--- config.mk ---
export PLATFORM = sky130hd
export DESIGN_NAME = fifo_stream_reader
export DESIGN_NICKNAME = d
export VERILOG_FILES = /design/src/rtl/fifo_stream_reader.sv
export SDC_FILE = /design/constraint.sdc
export NUM_CORES = 1
export LEC_CHECK = 0
export CAP_MARGIN = 20
export CELL_PAD_IN_SITES_DETAIL_PLACEMENT = 0
export CELL_PAD_IN_SITES_GLOBAL_PLACEMENT = 1
export CORE_MARGIN = 2
export CORE_UTILIZATION = 39
export DETAILED_ROUTE_END_ITERATION = 10
export HOLD_SLACK_MARGIN = 0.03
export PLACE_DENSITY = 0.85
export SLEW_MARGIN = 20
export SYNTH_ARGS = -nofsm -noshare
export SYNTH_HDL_FRONTEND = slang
export SYNTH_SLANG_ARGS = --single-unit
--- constraint.sdc ---
create_clock -name clk -period 2.75 [get_ports clk]
set_clock_uncertainty 0.15 [all_clocks]
set_input_delay 0.55 -clock clk [delete_from_list [all_inputs] [get_ports clk]]
set_output_delay 0.55 -clock clk [all_outputs]
set_load 0.005 [all_outputs]
--- src/rtl/fifo_stream_reader.sv ---
// Read-side partner of the synchronous FIFO. Drains it into a 2-entry skid
// buffer and presents words on a valid/ready stream at 1 word/cycle.
module fifo_stream_reader #(
    parameter int WIDTH = 16,
    parameter int CNT_W = 16
) (
    input  logic             clk,
    input  logic             reset,
    input  logic             flush,
    input  logic             fifo_empty,
    output logic             fifo_read_en,
    input  logic [WIDTH-1:0] fifo_data_out,
    output logic             m_valid,
    input  logic             m_ready,
    output logic [WIDTH-1:0] m_data,
    output logic             busy,
    output logic [CNT_W-1:0] word_count
);

    typedef enum logic [1:0] {
        OCC_EMPTY = 2'd0,
        OCC_ONE   = 2'd1,
        OCC_TWO   = 2'd2
    } occ_e;

    occ_e             occ_r;
    occ_e             occ_s;
    logic             inflight_r;
    logic [WIDTH-1:0] head_r;
    logic [WIDTH-1:0] head_s;
    logic [WIDTH-1:0] tail_r;
    logic [WIDTH-1:0] tail_s;
    logic [CNT_W-1:0] count_r;
    logic [CNT_W-1:0] count_s;
    logic             pop_s;
    logic [2:0]       level_s;
    logic             read_en_s;

    // Read request: issue only if the word can land in the buffer after this cycle's pop.
    always_comb begin
        pop_s     = (occ_r != OCC_EMPTY) && m_ready;
        level_s   = {1'b0, occ_r} + {2'b00, inflight_r} - {2'b00, pop_s};
        read_en_s = !reset && !flush && !fifo_empty && (level_s < 3'd2);
    end

    // Buffer next-state: capture into the tail, pop from the head; flush overrides both.
    always_comb begin
        occ_s   = occ_r;
        head_s  = head_r;
        tail_s  = tail_r;
        count_s = count_r;
        if (flush) begin
            occ_s = OCC_EMPTY;
        end else begin
            if (pop_s) begin
                count_s = count_r + {{(CNT_W-1){1'b0}}, 1'b1};
            end else begin
                count_s = count_r;
            end
            case (occ_r)
                OCC_EMPTY: begin
                    if (inflight_r) begin
                        head_s = fifo_data_out;
                        occ_s  = OCC_ONE;
                    end else begin
                        occ_s = OCC_EMPTY;
                    end
                end
                OCC_ONE: begin
                    // Capture with pop: the incoming word replaces the departing head.
                    if (inflight_r && pop_s) begin
                        head_s = fifo_data_out;
                    end else if (inflight_r) begin
                        tail_s = fifo_data_out;
                        occ_s  = OCC_TWO;
                    end else if (pop_s) begin
                        occ_s = OCC_EMPTY;
                    end else begin
                        occ_s = OCC_ONE;
                    end
                end
                OCC_TWO: begin
                    if (pop_s) begin
                        head_s = tail_r;
                        if (inflight_r) begin
                            tail_s = fifo_data_out;
                        end else begin
                            occ_s = OCC_ONE;
                        end
                    end else begin
                        occ_s = OCC_TWO;
                    end
                end
                default: begin
                    occ_s = OCC_EMPTY;
                end
            endcase
        end
    end

    // State registers; an asserted reset discards any word still in flight.
    always_ff @(posedge clk or posedge reset) begin
        if (reset) begin
            occ_r      <= OCC_EMPTY;
            inflight_r <= 1'b0;
            head_r     <= {WIDTH{1'b0}};
            tail_r     <= {WIDTH{1'b0}};
            count_r    <= {CNT_W{1'b0}};
        end else begin
            occ_r      <= occ_s;
            inflight_r <= read_en_s;
            head_r     <= head_s;
            tail_r     <= tail_s;
            count_r    <= count_s;
        end
    end

    assign fifo_read_en = read_en_s;
    assign m_valid      = (occ_r != OCC_EMPTY);
    assign m_data       = head_r;
    assign busy         = (occ_r != OCC_EMPTY) || inflight_r;
    assign word_count   = count_r;

endmodule
======== Yosys cells after proc, flatten, opt, wreduce, memory -nomap -nowiden ========
Index checks and enable logic that the tools add are counted.
operators by class
  mux-type cells .......................... 16
  reductions and logical operators ........ 17
  equality and inequality tests ........... 8
  bitwise gates (word level) .............. 1
  $lt $le $gt $ge ......................... 1
  add/subtract/negate cells ............... 3
operators with widths
  operator               number
  $mux 16                6
  $pmux 16 s3            1
  $pmux 16 s2            1
  $add 16x1->16 const B  1
  $mux 2                 5
  $ne 2x2->1 const B     4
  $pmux 2 s3             1
  $logic_and 1x1->1      5
  $reduce_and 5->1       1
  $ne 4x4->1 const B     1
  $reduce_and 2->1       2
  $reduce_and 4->1       1
  $reduce_bool 2->1      2
  $add 2x1->3            1
  $logic_not 1->1        3
  $lt 3x2->1 const B     1
  $ne 3x3->1 const B     1
  $reduce_bool 3->1      1
  $sub 3x1->3            1
  $eq 2x1->1 const B     1
  $eq 2x2->1 const B     1
  $logic_not 2->1        1
  $mux 1                 2
  $logic_or 1x1->1       1
  $not 1->1              1
storage, ports and cells
  output and inout port bits .............. 35
  input bits .............................. 21
  word-level logic and storage cells ...... 51
  register bits after elaboration ......... 51

======== Longest topological paths before layout ========
  word-level depth ........................ 7
  gate-level depth with buffers ........... 8
  mapped depth without buffers ............ 6

======== Worst setup path before layout ========
No wires, ideal clock.
  kind .................................... reg2out
  start ................................... register occ_r[1]
  end ..................................... output port fifo_read_en
  cell stages (with the launch flop) ...... 8
  data required time ...................... 2050 ps
  arrival time ............................ 1926 ps
  path slack .............................. 124 ps
  path buffers ............................ 1
  cells stage by stage .................... dfrtp_1 > buf_6 > o21ai_1 > ha_1 > nand2_1 > fa_1 > nand2b_1 > nor4_1
between the ends
  word-level cells in the longest chain between the ends .. 5
  elaborated cells on any way between the ends .. 6
  classes of those cells .................. add/sub: 2; order compare: 1; reduce/logical: 3
RTL lines
  item                                                 RTL line  RTL
  start, declared                                      26        occ_e occ_r;
  start signal, assigned                               110       occ_r <= occ_s;
  branches (longest 2 deep; another with $add 2x1->3)  n/a
  $sub 3x1->3 (*)                                      42        level_s = {1'b0, occ_r} + {2'b00, inflight_r} - {2'b00, pop_s};
  $lt 3x2->1 (*)                                       43        read_en_s = !reset && !flush && !fifo_empty && (level_s < 3'd2);
  $logic_and 1x1->1 (*)                                43
  end, declared                                        11        output logic fifo_read_en,
Mark *: on every way between the ends.

======== Worst setup path after layout ========
  start ................................... input port m_ready
  end ..................................... output port fifo_read_en
between the ends
  word-level cells in the longest chain between the ends .. 4
RTL lines
  item               RTL line  RTL
  start, declared    14        input logic m_ready,
  $logic_and 1x1->1  41        pop_s = (occ_r != OCC_EMPTY) && m_ready;
  $sub 3x1->3        42
  $lt 3x2->1         43
  $logic_and 1x1->1  43
No other way between the ends.

==> impl_results.md <==
- Status: finished with violations
- Failing checks: negative setup slack
- Compound-Gate Fraction of Synth Area: 1.83%
- Clock sinks: 51
- DRT iter0 DRCs: 45
- Core ar.: 0.00592 sq mm
- Most frequent cells in the layout: 53 x nand2_1, 53 x clkdlybuf4s50_1, 51 x dfrtp_1
- Required time of the worst setup path: 2050 ps
- Placed insts: 343
- Final std cells w/o fill: around 350
- Power Density: 550 mW/mm^2
- Startpoint types: primary input
- Clock Path Buffers: 2
- Synth cell types: 33
- Syn Std Cell Area: between 0.002 and 0.0025 sq mm
- Seq/Total Area, Yosys: 53.3%
- Final Power: roughly 1.8 mW
- Met2 Use GR: 26.5%
- Largest family of logic cells by synthesized area: multiplexers
- Num ports: 56
- Synth Register Bits: a little over 50
- Setup slack at placement: -832 ps
- Crit path arrival time: 2170 ps
- EDFF count, synth: 0
- Overall fraction of global-route tracks in use: 16.0%
- Hold buffers post-CTS: 0
- Worst-Skew Late Latency: 290 ps
- Crit-path max FO: 2
- Synthesized Nets: 230
- Die area: 0.00679 sq mm
- Mux share of post-synthesis cell area: 17.1%
- Worst IR Drop VDD: approximately 0.26 mV
- Grt ovf: 0
- Grt met1 use: 21.3%
- Critical Path End Type: output pin
- H-tree depth: 2
- Cell Rows: 28
- First-pass GRT wire length: 8290 microns
- Ant. Diodes: 0
- Post-Synth XOR/XNOR Area: 5.85%
- I/O Buffers: 55
- Vias: around 1700
- Placed wire-length estimate: 3430 microns
- R2r setup slk: 710 ps
- Setup violations, final: 1
- Adder-cell area share of the yosys netlist: 1.88%
- DRT Wirelength: 5030 microns
- Post-layout min period: 2870 ps
- ANT nets after route: 0
- Fmax: 348 MHz
- First-pass DRT Iterations: 5
- Synth Area in Simple Gates: 16.6%
- Worst-Margin Slew: between 700 and 800 ps
- Max Slew Vio Count: 0
- Worst Setup Slack, final: -120 ps
- Gr busiest metal: met2
- Leakage power: 1.56 nW
- Prevailing post-synth register cell: dfrtp_1
- Final period utilization: 104%
- Max Cap Violations: 0
- Die width: about 80 microns
- RD Place Congestion: about 0.7
- Vias in the first global route: 1793
- Vias per cell: about 5
- Ratio of cells with drive above 1 in the final layout: 25.2%
- Wire length per cell: around 14 microns
- CTS tree: built
- Hold Crit Class: reg2reg
- Clock-pin slew on the worst setup and hold paths: 90 ps
- Drt drc: 0
- Nets: 302
- Largest net degree at the start of global routing: 25
- Die Ht: 82.4 microns
- TritonCTS Buffers: 5
- Clk root buf: clkbuf_8
- Endpoints failing hold: 0
- Hold_ws: 345 ps
- Cells after Synth: 206
- Initial Util: 40.5%
- Initial antenna violation count: 0
- Syn_area_per_cell: 11.6 sq um
- Slew margin rel.: about half
- RSZ-0062 raised after global routing: yes
- Area grow syn2layout: 37.2%
- Met3 Usage GRT: 3.91%
- Ys async rst share: 100%
- Ys Warns: 0
- CP Class: in2out
## area by class of cell
cell class / count / area, sq um
inverter: 3 / 11.3
clock buffer: 6 / 72.6
timing repair buffer: 74 / 729
multi-input combinational: 143 / 1070
sequential: 51 / 1280
clock inverter: 1 / 30.0
tap: 75 / 93.8
fill: 514 / 2630
## metal layers
metal / up-vias / wire length, microns
met5: - / 0
met4: 0 / 28
met3: 4 / 257
met2: 47 / 2400
met1: 865 / 2350
li1: 829 / -
## Yosys cell counts (2+ instances only)
cell      number  share of area (%)
nand2b_1       2               0.52
nor3_1         3               0.63
clkbuf_1       4               0.63
nor4_1         2               0.52
nand2_1       54                8.5
buf_6          3                1.4
and3_1         4                1.0
mux2_4        10                6.3
ha_1           2                1.0
nand3_1        6                1.3
nand4_1        3               0.78
or3_1          2               0.52
nor2_1         3               0.47
dfrtp_1       51                 53
inv_1          3               0.47
xor2_1         7                2.6
xnor2_1        9                3.3
mux2_2        23                 11
## repair_timing
item / in CTS / in global routing
resized for setup: 10 / 4
setup endpoints to repair: 1 / 1
buffers inserted: 2 / 1
pin swaps: 3 / 4
## final timing paths
path                       cells past startpoint        endpoint      startpoint
max                                            8    fifo_read_en         m_ready
min                                            1  word_count[12]  word_count[12]
max reg2reg                                    8      inflight_r        occ_r[1]
min reg2reg                                    1  word_count[12]  word_count[12]
max in group asynchronous                      3       tail_r[8]           reset
min in group asynchronous                      2      m_data[14]           reset
## worst max-delay path, stage by stage
cell             delay [ps]
clkdlybuf4s15_1         240
o21ai_4                  90
ha_4                    270
nand2_2                  50
fa_1                    500
nand2b_1                 60
nor4_2                  250
buf_2                   170
## registers in the layout, indices dropped and copies added, names as in the netlist
signal	count
word_count	16
occ_r	2
inflight_r	1
m_data	16
tail_r	16
## metrics by stage
stage	utilization, %	TNS (ps)	instance area [sq um]
2_1_floorplan	-	0	2400
3_3_place_gp	52.8	-797	3120
3_5_place_dp	52.8	-832	3120
4_1_cts	55.0	-131	3250
5_1_grt	55.5	-199	3290
6_report	55.5	-120	3290
## where the power goes
group	leakage [nW]	switching [mW]	internal, mW
Combinational	0.838	0.119	0.273
Sequential	0.674	0.0649	0.850
Clock	0.0513	0.234	0.267
## kinds of logic (layout without fill, tap and decap cells)
family                     after synthesis  in the layout
adders and majority gates                3              3
muxes                                   33             33
xor gates and xnor gates                16             16
AOI/OAI and AO/OA                        6              6
and+or+nand+nor                         85             85
buffers and inverters                   12             84
DFF                                     51             51
Power figures use the tool's default switching activity.
==> RTL change 1 (same settings) <==
Change the parameter `CNT_W` from 16 to 32.
--- a/src/rtl/fifo_stream_reader.sv
+++ b/src/rtl/fifo_stream_reader.sv
@@ -3,5 +3,5 @@
 module fifo_stream_reader #(
     parameter int WIDTH = 16,
-    parameter int CNT_W = 16
+    parameter int CNT_W = 32
 ) (
     input  logic             clk,
Ports: changed (resized word_count); port bits go from 56 to 72. No check against the original RTL was run, so the function may have changed too.
==> RTL change 1 against the unedited design <==
- the run still ends with setup timing left
- wire length grew 28%
- register-to-register slack gained 0.09 ns
- cell count grew 34%
- non-clock buffer count grew 12
- total power grew 40%
- area after synthesis grew 29%
- critical path depth shrank 1
- hold slack lost 0.022 ns
- count of clock-buffer cells in the layout grew 4
- worst setup slack gained 0.072 ns
- sequential power grew 26%
- final area grew 29%
- sequential cell count grew 16
==> RTL change 1: results (changes against the unedited design) <==
commonest cells in the synthesized netlist -> dfrtp_1 (67), nand2_1 (46), nor2_1 (27), xnor2_1 (19), a31oi_1 (16) (was nand2_1 (54), dfrtp_1 (51), mux2_2 (23), mux2_4 (10), xnor2_1 (9))
sequential area share after synthesis -> 0.5441 (was 0.5326)
outcome -> finished with violations (unchanged)
first-pass GRT wire length -> 11,030 µm (was 8293 µm)
worst flop-to-flop path startpoint -> occ_r[0]$_DFFE_PP0P_ (was occ_r[1]$_DFFE_PP0P_)
postcts setup bufs -> 1 (was 2)
final setup vio count -> 1 (unchanged)
r2r setup slk -> 0.80 ns (was 0.71 ns)
setup ws final -> -0.04801 ns (was -0.1198 ns)
R2R cell count -> 7 (was 8)
Combinational Power -> 0.000382 W (was 0.000392 W)
Synth cell types -> 38 (was 33)
routed len/inst -> 13.61 µm (was 14.25 µm)
Clk network pwr share -> 0.394 (was 0.277)
pre-CTS WS -> -0.8353 ns (was -0.8321 ns)
Sw Pwr -> 0.0005848 W (was 0.0004176 W)
WP data arrival -> 2.10 ns (was 2.17 ns)
setup_tns -> -0.04801 ns (was -0.1198 ns)
WHS -> 0.3224 ns (was 0.3449 ns)
share of cells above drive strength 1 -> 0.1703 (was 0.2518)
worst hold endpoint -> word_count[31]$_DFFE_PP0P_ (was word_count[12]$_DFFE_PP0P_)
Fillers -> 680 (was 514)
WL final -> 6426 µm (was 5031 µm)
Total Routing Usage GR -> 0.1618 (was 0.1605)
largest net degree at the start of global routing -> 33 (was 25)
failing checks -> setup timing (unchanged)
hold_sp -> word_count[31]$_DFFE_PP0P_ (was word_count[12]$_DFFE_PP0P_)
initial drt markers -> 94 (was 45)
==> RTL change 1: changes by cell type after synthesis, moves of 8 or more <==
cell / unedited run / this run
a31oi_1: 0 / 16
dfrtp_1: 51 / 67
nor2_1: 3 / 27
xnor2_1: 9 / 19
mux2_2: 23 / 7
nand2_1: 54 / 46
==> RTL change 1: how the worst max path moves through the flow <==
stage                              start            to  slack (ns)  cells after the start
finish              occ_r[0]$_DFFE_PP0P_  fifo_read_en       -0.05                      7
global route        occ_r[0]$_DFFE_PP0P_  fifo_read_en       -0.18                      7
CTS                 occ_r[0]$_DFFE_PP0P_  fifo_read_en       -0.09                      7
detailed placement               m_ready  fifo_read_en       -0.84                      8
global placement                 m_ready  fifo_read_en       -0.78                      8
floorplan           occ_r[1]$_DFFE_PP0P_  fifo_read_en        0.14                      7
==> RTL change 1: routing by layer <==
metal	part of all wire	vias to the layer above
met5	0	-
met4	0.015	0
met3	0.036	9
met2	0.49	48
met1	0.46	1108
li1	-	1114
==> RTL change 1: cell families after synthesis <==
logic type / synth area share
adder cells (fa/ha/maj): 0.01462
AND/OR/NAND/NOR: 0.2010
buffers and inverters: 0.02720
flip-flops: 0.5441
multiplexers: 0.07430
AO/OA/AOI/OAI: 0.04791
XOR/XNOR: 0.09095
==> RTL change 1: final cells by class <==
cell class	count	share of cell area
clock buffer	10	0.03012
clock inverter	6	0.02687
inverter	6	0.005314
multi-input combinational	195	0.3133
sequential	67	0.3956
tap	102	0.03012
timing repair buffer	86	0.1987
==> RTL change 1: worst max-delay path, stage by stage, from the launching register on <==
cell and delay (ns):
dfrtp_1 0.39, o21ai_2 0.18, ha_1 0.14, nand2_1 0.06, fa_1 0.49, nand2b_1 0.07, nor4_2 0.25, buf_2 0.17
==> RTL change 2 (config.mk and constraints unchanged) <==
Made on the original files. Make the reset (`reset`) synchronous in one clocked block.
--- a/src/rtl/fifo_stream_reader.sv
+++ b/src/rtl/fifo_stream_reader.sv
@@ -100,5 +100,5 @@
 
     // State registers; an asserted reset discards any word still in flight.
-    always_ff @(posedge clk or posedge reset) begin
+    always_ff @(posedge clk) begin
         if (reset) begin
             occ_r      <= OCC_EMPTY;
Check against the original RTL: differs if reset is asserted again (counterexample within 4 cycles, from zero or initial values and one cycle with reset high); with reset held inactive, the same outputs for 10 cycles.
==> RTL change 2 against the unedited design <==
- the flow still finishes with violations (setup timing)
- cell count grew 16%
- utilization down 0.82 points
- final area is 0.30% lower
- first-iteration DRC count rose by 100%
- hold slack got worse by 0.017 ns
- sequential cell count stayed put
- worst setup slack worse by 0.092 ns
- synthesized cell count increased by 31%
- wire length increased by 18%
- area after synthesis up 1.7%
- critical path type is now flip-flop to primary output
Power is not compared: it rests on default switching activity, and its combinational part moved more than twofold at a synthesized area within 25%.
==> RTL change 2: results (changes against the unedited design) <==
routed len/inst -> 14.44 µm (was 14.25 µm)
Final GP Congestion -> 0.8408 (was 0.7140)
syn_nets -> 297 (was 230)
R2R cell count -> 10 (was 8)
input/output buffers -> 55 (unchanged)
CP max-delay cell -> dfxtp_4 (was fa_1)
worst hold endpoint -> tail_r[4]$_SDFFE_PP0P_ (was word_count[12]$_DFFE_PP0P_)
Finished Layout Cells -> 411 (was 353)
Critical Path Source -> occ_r[1]$_SDFFE_PP0P_ (was m_ready)
Worst R2R End -> inflight_r$_SDFF_PP0_ (was inflight_r$_DFF_PP0_)
clock buffer depth -> 2 (unchanged)
vias in the first global route -> 2,058 (was 1,793)
largest net degree at the start of global routing -> 53 (was 25)
routing usage on met3 -> 0.04274 (was 0.03913)
Hold Crit Depth -> 2 (was 1)
initial drt markers -> 90 (was 45)
M2 GR Usage -> 0.2815 (was 0.2645)
largest cells by area after synthesis -> dfxtp_1 (42%), a21oi_1 (8.4%), mux2i_1 (7.0%) (was dfrtp_1 (53%), mux2_2 (11%), nand2_1 (8.5%))
met2 wire length -> 2847 µm (was 2396 µm)
setup_tns -> -0.2119 ns (was -0.1198 ns)
Synth cell types -> 42 (was 33)
M1 GR Usage -> 0.2270 (was 0.2127)
failing checks -> setup timing (unchanged)
delay-heaviest family, CP -> adder cells (unchanged)
Cells after DPL -> 401 (was 343)
post-synthesis async set-or-reset flop share -> 0 (was 1.000)
Reg clk slew, reported paths -> 0.09 ns (about the same)
worst-margin pin slew -> 0.5422 ns (was 0.7242 ns)
WL met1 -> 2738 µm (was 2348 µm)
commonest cells in the synthesized netlist -> dfxtp_1 (51), a21oi_1 (41), o21ai_0 (21), nand3_1 (20) (was nand2_1 (54), dfrtp_1 (51), mux2_2 (23), mux2_4 (10), xnor2_1 (9))
remaining antenna violation count after routing -> 0 (unchanged)
post-DP HPWL -> 4125 µm (was 3434 µm)
Final #Nets -> 363 (was 302)
outcome -> finished with violations (unchanged)
Worst path max stage delay -> 0.35 ns (was 0.50 ns)
setup ws final -> -0.2119 ns (was -0.1198 ns)
r2r setup slk -> 0.53 ns (was 0.71 ns)
Total Routing Usage GR -> 0.1736 (was 0.1605)
CTS Buf Count -> 5 (unchanged)
drt pass-1 iters -> 4 (was 5)
Avg Cell Area, Syn -> 9.056 µm² (was 11.63 µm²)
final setup vio count -> 1 (unchanged)
WP data arrival -> 2.26 ns (was 2.17 ns)
met3 WL -> 287 µm (was 257 µm)
initial antenna violation count -> 0 (unchanged)
Vias -> 2,179 (was 1,745)
first-pass GRT wire length -> 9942 µm (was 8293 µm)
hold_sp -> tail_r[4]$_SDFFE_PP0P_ (was word_count[12]$_DFFE_PP0P_)
sequential area share after synthesis -> 0.4191 (was 0.5326)
share of cells above drive strength 1 -> 0.1429 (was 0.2518)
==> RTL change 2: cell types whose count changed after synthesis, moves of 17 or more <==
cell / delta
mux2_2: -23
o21ai_0: +21
a21oi_1: +40
nand2_1: -45
mux2i_1: +17
a211oi_1: +17
dfrtp_1: -51
dfxtp_1: +51
==> RTL change 2: cell families after synthesis <==
family	synth area share
AO/OA/AOI/OAI	0.2096
AND/OR/NAND/NOR	0.1690
flip-flops	0.4191
buffers and inverters	0.05393
multiplexers	0.06985
XOR/XNOR	0.03955
adder cells (fa/ha/maj)	0.03903
==> RTL change 2: metrics by stage <==
step / total power [W] / setup WS [ns] / instance area [µm²] / hold WS, ns
floorplan: 0.0008436 / 0.005130 / 2460 / 0.3035
global placement: 0.0009249 / -0.8912 / 3139 / 0.3084
detailed placement: 0.0009256 / -0.9317 / 3139 / 0.3168
CTS: 0.001388 / -0.2795 / 3271 / 0.3295
global route: 0.001438 / -0.3215 / 3278 / 0.3461
finish: 0.001371 / -0.2119 / 3278 / 0.3280
==> RTL change 2: power by group through the flow <==
stage | logic (W) | registers (W) | clock network, W
global placement | 0.000151 | 0.000774 | 0
global route | 0.000166 | 0.000759 | 0.000513
floorplan | 0.0000690 | 0.000775 | 0
CTS | 0.000153 | 0.000757 | 0.000478
finish | 0.000152 | 0.000757 | 0.000462
detailed placement | 0.000151 | 0.000774 | 0
==> RTL change 2: timing repair <==
action / CTS / global route
setup buffers: 1 / 1
pin swaps: 2 / 1
cloned: 0 / 0
endpoints found under the setup margin: 1 / 1
resized for setup: 11 / 0
==> RTL change 2: final cells by class <==
type / instances / area, µm²
fillers: 552 / 2713
multi-input cells: 195 / 1333
flip-flops and latches: 51 / 1026
repair buffers: 77 / 704.4
clock buffers: 8 / 100.1
well taps: 75 / 93.84
inverters: 5 / 21.27
